**src/rtl/usb_nrzi_tx.sv**
```systemverilog
// -----------------------------------------------------------------------------
// usb_nrzi_tx
//   USB transmit line encoder. Takes the stuffed serial bitstream (one bit per
//   clock) from the bit stuffer, NRZI-encodes it onto the D+/D- pair as J/K
//   states, appends End-of-Packet (SE0 for EOP_SE0_BITS bit times, then one J)
//   on request, and returns the line to idle J with the driver disabled.
//   One clk cycle is one bit time. All outputs are registered.
//
// Parameters
//   LOW_SPEED     0: J = (dp=1, dm=0); 1: J = (dp=0, dm=1). K is the inverse.
//   EOP_SE0_BITS  number of SE0 bit times in the EOP (1..7).
//
// Ports
//   clk       in   bit-rate clock
//   nRST      in   asynchronous active-low reset
//   in_bit    in   stuffed data bit
//   in_valid  in   in_bit carries a bit this cycle
//   eop_req   in   single-cycle EOP request after the last data bit
//   tx_dp     out  D+ drive value
//   tx_dm     out  D- drive value
//   tx_oe     out  output-driver enable
//   eop_done  out  pulse while the final EOP J is driven
//   tx_err    out  pulse on a protocol violation (stray eop_req / late bit)
// -----------------------------------------------------------------------------
module usb_nrzi_tx #(
    parameter bit          LOW_SPEED    = 1'b0,
    parameter int unsigned EOP_SE0_BITS = 2
) (
    input  logic clk,
    input  logic nRST,
    input  logic in_bit,
    input  logic in_valid,
    input  logic eop_req,
    output logic tx_dp,
    output logic tx_dm,
    output logic tx_oe,
    output logic eop_done,
    output logic tx_err
);

    localparam logic       J_DP     = !LOW_SPEED;
    localparam logic       J_DM     = LOW_SPEED;
    localparam logic [2:0] SE0_LAST = 3'(EOP_SE0_BITS);

    typedef enum logic [1:0] {
        IDLE,
        DATA,
        EOP_SE0,
        EOP_J
    } state_t;

    state_t     state;
    logic       nrzi_level;   // 1 = J, 0 = K
    logic       eop_pend;
    logic [2:0] se0_cnt;
    logic       next_level;

    // Line pair {dp, dm} for an NRZI level.
    function automatic logic [1:0] line_pair(input logic level);
        return level ? {J_DP, J_DM} : {!J_DP, !J_DM};
    endfunction

    // NRZI: a 0 toggles the line, a 1 holds it.
    assign next_level = in_bit ? nrzi_level : !nrzi_level;

    always_ff @(posedge clk or negedge nRST) begin
        if (!nRST) begin
            state          <= IDLE;
            nrzi_level     <= 1'b1;
            eop_pend       <= 1'b0;
            se0_cnt        <= 3'd0;
            {tx_dp, tx_dm} <= line_pair(1'b1);
            tx_oe          <= 1'b0;
            eop_done       <= 1'b0;
            tx_err         <= 1'b0;
        end else begin
            eop_done <= 1'b0;
            tx_err   <= 1'b0;
            case (state)
                IDLE: begin
                    {tx_dp, tx_dm} <= line_pair(1'b1);
                    tx_oe          <= 1'b0;
                    // EOP with no packet in flight is meaningless; flag it.
                    tx_err         <= eop_req;
                    if (in_valid) begin
                        // Encoding starts from J, so the new level equals the bit.
                        state          <= DATA;
                        tx_oe          <= 1'b1;
                        nrzi_level     <= in_bit;
                        {tx_dp, tx_dm} <= line_pair(in_bit);
                    end
                end
                DATA: begin
                    if (in_valid) begin
                        nrzi_level     <= next_level;
                        {tx_dp, tx_dm} <= line_pair(next_level);
                        if (eop_req) eop_pend <= 1'b1;
                    end else if (eop_pend) begin
                        // Stuffer has drained: begin the SE0 run.
                        state          <= EOP_SE0;
                        se0_cnt        <= 3'd1;
                        {tx_dp, tx_dm} <= 2'b00;
                    end else if (eop_req) begin
                        eop_pend <= 1'b1;
                    end
                    // in_valid low with nothing pending: pair is held (stall).
                end
                EOP_SE0: begin
                    tx_err <= in_valid;
                    if (se0_cnt == SE0_LAST) begin
                        state          <= EOP_J;
                        {tx_dp, tx_dm} <= line_pair(1'b1);
                        eop_done       <= 1'b1;
                    end else begin
                        se0_cnt        <= se0_cnt + 3'd1;
                        {tx_dp, tx_dm} <= 2'b00;
                    end
                end
                EOP_J: begin
                    tx_err         <= in_valid;
                    state          <= IDLE;
                    tx_oe          <= 1'b0;
                    eop_pend       <= 1'b0;
                    nrzi_level     <= 1'b1;
                    se0_cnt        <= 3'd0;
                    {tx_dp, tx_dm} <= line_pair(1'b1);
                end
                default: state <= IDLE;
            endcase
        end
    end

endmodule

```
**config.mk**
```make
export PLATFORM = sky130hd
export DESIGN_NAME = usb_nrzi_tx
export DESIGN_NICKNAME = d
export VERILOG_FILES = /design/src/rtl/usb_nrzi_tx.sv
export SDC_FILE = /design/constraint.sdc
export NUM_CORES = 1
export LEC_CHECK = 0
export CORE_MARGIN = 2
export CORE_UTILIZATION = 40
export CTS_CLUSTER_DIAMETER = 30
export DETAILED_ROUTE_END_ITERATION = 10
export SETUP_SLACK_MARGIN = 0.1
export SYNTH_ARGS = -nofsm -noshare
export SYNTH_HDL_FRONTEND = slang
export SYNTH_SLANG_ARGS = --single-unit
```
**constraint.sdc**
```tcl
create_clock -name clk -period 2.6 [get_ports clk]
set_clock_uncertainty 0.15 [all_clocks]
set_input_delay 0.52 -clock clk [delete_from_list [all_inputs] [get_ports clk]]
set_output_delay 0.52 -clock clk [all_outputs]
set_load 0.1 [all_outputs]
```
== Word-level counts from Yosys, hierarchy flattened ==
Index checks and enable logic that the tools add are counted.

* Flip-flop bits (word level): 12
* Bits in latches: 0
* RAM bits: 0
* Bits in read-only memories: 0
* Input port bits: 5
* Output and inout bits: 5
* Memories: 0

* Add/subtract/negate cells: 1
* Multipliers: 0
* Div/mod/pow operators: 0
* Order comparisons: 0
* Equal/unequal tests: 12
* Shift operators: 0
* Muxes and demuxes: 32
* Bitwise gates (word level): 0
* Reduce and logical (&&, ||, !) cells: 11

{| class="wikitable"
|+ Operator list
! operator !! number
|-
| $mux W1 || 15
|-
| $mux W2 || 6
|-
| $ne A2 B2 Y1 const B || 6
|-
| $mux W3 || 3
|-
| $pmux W3 S3 || 1
|-
| $pmux W2 S4 || 1
|-
| $reduce_and A4 Y1 || 2
|-
| $ne A3 B3 Y1 const B || 2
|-
| $pmux W1 S2 || 3
|-
| $pmux W1 S3 || 2
|-
| $reduce_bool A3 Y1 || 2
|-
| $eq A2 B2 Y1 const B || 2
|-
| $pmux W1 S4 || 1
|-
| $reduce_bool A2 Y1 || 2
|-
| $add A3 B1 Y3 const B || 1
|-
| $eq A3 B2 Y1 const B || 1
|-
| $reduce_and A3 Y1 || 1
|-
| $eq A2 B1 Y1 const B || 1
|-
| $logic_not A2 Y1 || 1
|-
| $reduce_and A2 Y1 || 1
|-
| $reduce_or A2 Y1 || 1
|-
| $logic_not A1 Y1 || 1
|}

== Logic depth before layout (Yosys ltp) ==
* Word-level depth: 5
* Mapped depth: 7
* Gate-level depth less buffers: 5

== Worst setup path after synthesis ==
No wires, ideal clock.

* Kind: register to register
* Start: register state[0]
* End: register state[1]
* Data arrival time: 1,524 ps
* Required time: 2,323 ps
* Setup slack: 799 ps
* Stages on the path, launching flop included: 6
* Path buffers: 1
* Path through: dfrtp_1 -> inv_1 -> ha_1 -> buf_2 -> a222oi_1 -> mux2_1

* Longest elaborated chain between the ends: 3

{| class="wikitable"
|+ RTL lines
! item !! line !! source
|-
| start: declaration || 52 || <nowiki>state_t state;</nowiki>
|-
| start signal: assignment || 68 || <nowiki>state <= IDLE;</nowiki>
|-
| start signal: assignment || 87 || <nowiki>state <= DATA;</nowiki>
|-
| start signal: assignment || 100 || <nowiki>state <= EOP_SE0;</nowiki>
|-
| $eq A2 B2 Y1, or another cell as far along || 79 || <nowiki>case (state)</nowiki>
|-
| $ne A2 B2 Y1 (no source line) || -- ||
|-
| $reduce_and A4 Y1 (no source line) || -- ||
|}

Several ways; a longest one is shown, not always the timed one.
A chain may end at the register's enable or synchronous reset.

== Worst setup path in the final report ==
Same ends and word-level chain as after synthesis.

==> flow_summary.json <==
{
  "status": "completed",
  "grt_max_degree": 13,
  "syn_area_um2": 780.7,
  "hp-class": "reg -> reg",
  "whs_path_depth": 2,
  "postRouteAntennaNets": 0,
  "hp-start": "tx_oe",
  "overflow": 0,
  "drv_slew": 0,
  "cp-startpoint": "state[0]",
  "insertion_delay_ns": 0.28,
  "tightest_slew_ns": 0.5553,
  "dr.first_iter.drc_count": 10,
  "tns_ns": 0,
  "crit_type": "reg -> reg",
  "cap_violations": 0,
  "fmax_mhz": 517.2,
  "netlist-cell-type-count": 34,
  "place_congestion": 0.7851,
  "drc": 0,
  "post_cts_resized": 0,
  "synth-seq-cells": 12,
  "place_inst": 105,
  "grt_pass1_wl_um": 2435,
  "diodes": 0,
  "avgRoutedWirePerCell_um": 13.47,
  "cts.sinks": 12,
  "holdWs_ns": 0.3477,
  "finalNonFillerCells": 109,
  "clockRootBuffer": "clkbuf_4",
  "utilization": 0.4982,
  "area_delta_synth_final_pct": 13.78,
  "cts_hold_buf": 0,
  "pin_count": 10,
  "grt_usage": 0.1555,
  "crit_arrival_ns": 1.94,
  "cts_tree": "done",
  "first_pass_iters": 4,
  "syn_avg_cell_area_um2": 10.27,
  "start_kind": "flop",
  "period_share": 0.7437,
  "layout_common_cells": "dfrtp_1, nand2_1, inv_1",
  "htreeDepth": 1,
  "period_minus_slack_ns": 1.934,
  "setup_violations": 0,
  "critPathCaptureType": "flop",
  "worstPathRequired_ns": 2.61,
  "avgViaCountPerCell": 5.330,
  "dpl.hpwl_um": 1070,
  "die_area_um2": 2321,
  "layout_commonest_cell": "dfrtp_1",
  "seqCellArea_um2": 302.8,
  "wl_um": 1468,
  "max-slew-margin-rel": 0.6286,
  "synth_fp_nets": 87,
  "drive_gt1_frac": 0.2024,
  "die_x_um": 48.18,
  "r2r-start": "state[0]",
  "rsz0062_at_grt": "no",
  "ys_warn_count": 0,
  "core_area_um2": 1783,
  "postCtsSetupBuffers": 0,
  "path_max_fanout": 9,
  "nFillCells": 160,
  "nets": 96,
  "reg2reg_depth": 4,
  "cts_made_buffers": 3,
  "portBuffers": 9,
  "final_hold_viol_count": 0,
  "clockBufferDepth": 2,
  "row_count": 15,
  "antenna_found_initial": 0,
  "syn_inst": 76,
  "grt_pass1_vias": 531,
  "clk_pin_slew_ns": 0.07,
  "multi_input_area_um2": 406.6,
  "die_h_um": 48.18,
  "synth_sequential_area_ratio": 0.3878,
  "num_vias": 581,
  "start_util": 0.4379
}
## worst max-delay path: stages, from the launching register on
cell,delay [ns]
dfrtp_1,0.43
inv_1,0.09
ha_1,0.33
a222oi_1,0.46
mux2_1,0.36
## routing by layer
layer	part of all wire	track usage	vias up
met5	0	0	-
met3	0.044	0.05556	2
li1	-	-	289
met1	0.49	0.2122	275
met4	0.0095	0.04865	0
met2	0.45	0.2289	15
## worst paths after layout
check	to	slack (ns)
setup / recovery	state[1]	0.67
hold / removal	tx_oe	0.35
setup reg to reg	state[1]	0.67
hold reg to reg	tx_oe	0.35
max in group asynchronous	nrzi_level	1.48
min in group asynchronous	tx_dm	0.45
## Yosys cell counts, drive strengths merged
cell,n,area [µm²]
nor2,3,11.26
o32ai,2,17.52
o22a,1,10.01
inv,7,26.28
nand2b,2,20.02
xor2,1,8.760
a32o,1,10.01
dfstp,2,52.55
nor3,1,5.000
o21ai,4,20.02
a222oi,1,10.01
a21oi,1,5.000
and3,1,6.260
xnor2,1,8.760
nor4,1,6.260
nand2,7,26.28
nand4bb,1,11.26
a211o,1,8.760
o22ai,1,6.260
dfrtp,10,250.2
a21o,1,8.760
ha,6,75.07
buf,6,45.04
a211oi,5,37.54
o31ai,1,7.510
and3b,1,8.760
mux2,2,22.52
nor2b,3,18.77
a2111oi,2,36.29
## cell type report
cell class              count  area share
multi-input cells          51      0.4577
flip-flops and latches     12      0.3408
repair buffers             10     0.09577
clock buffers               4     0.04085
well taps                  25     0.03521
inverters                   7     0.02958
## flip-flops by register name, indices dropped and copies added (netlist names)
signal      count
nrzi_level      1
tx_dp           1
eop_done        1
eop_pend        1
tx_err          1
state           2
se0_cnt         3
tx_oe           1
tx_dm           1
## stage by stage
stage | setup slack [ns] | area [µm²]
after global placement | 0.4743 | 852.1
after detailed placement | 0.4419 | 852.1
after floorplan | 0.7989 | 780.7
final | 0.6664 | 888.4
after global routing | 0.5509 | 888.4
after CTS | 0.6480 | 888.4
## cells by family after synthesis
logic type      synth area share
compound gates            0.2276
xor+xnor                 0.02244
fa+ha+maj                0.09615
buf+inv                  0.09135
flops                     0.3878
mux                      0.02884
simple gates              0.1458
Power is left out: the tool's default activity adds up to more than one toggle a clock period on the data nets, which glitch-free logic cannot reach.
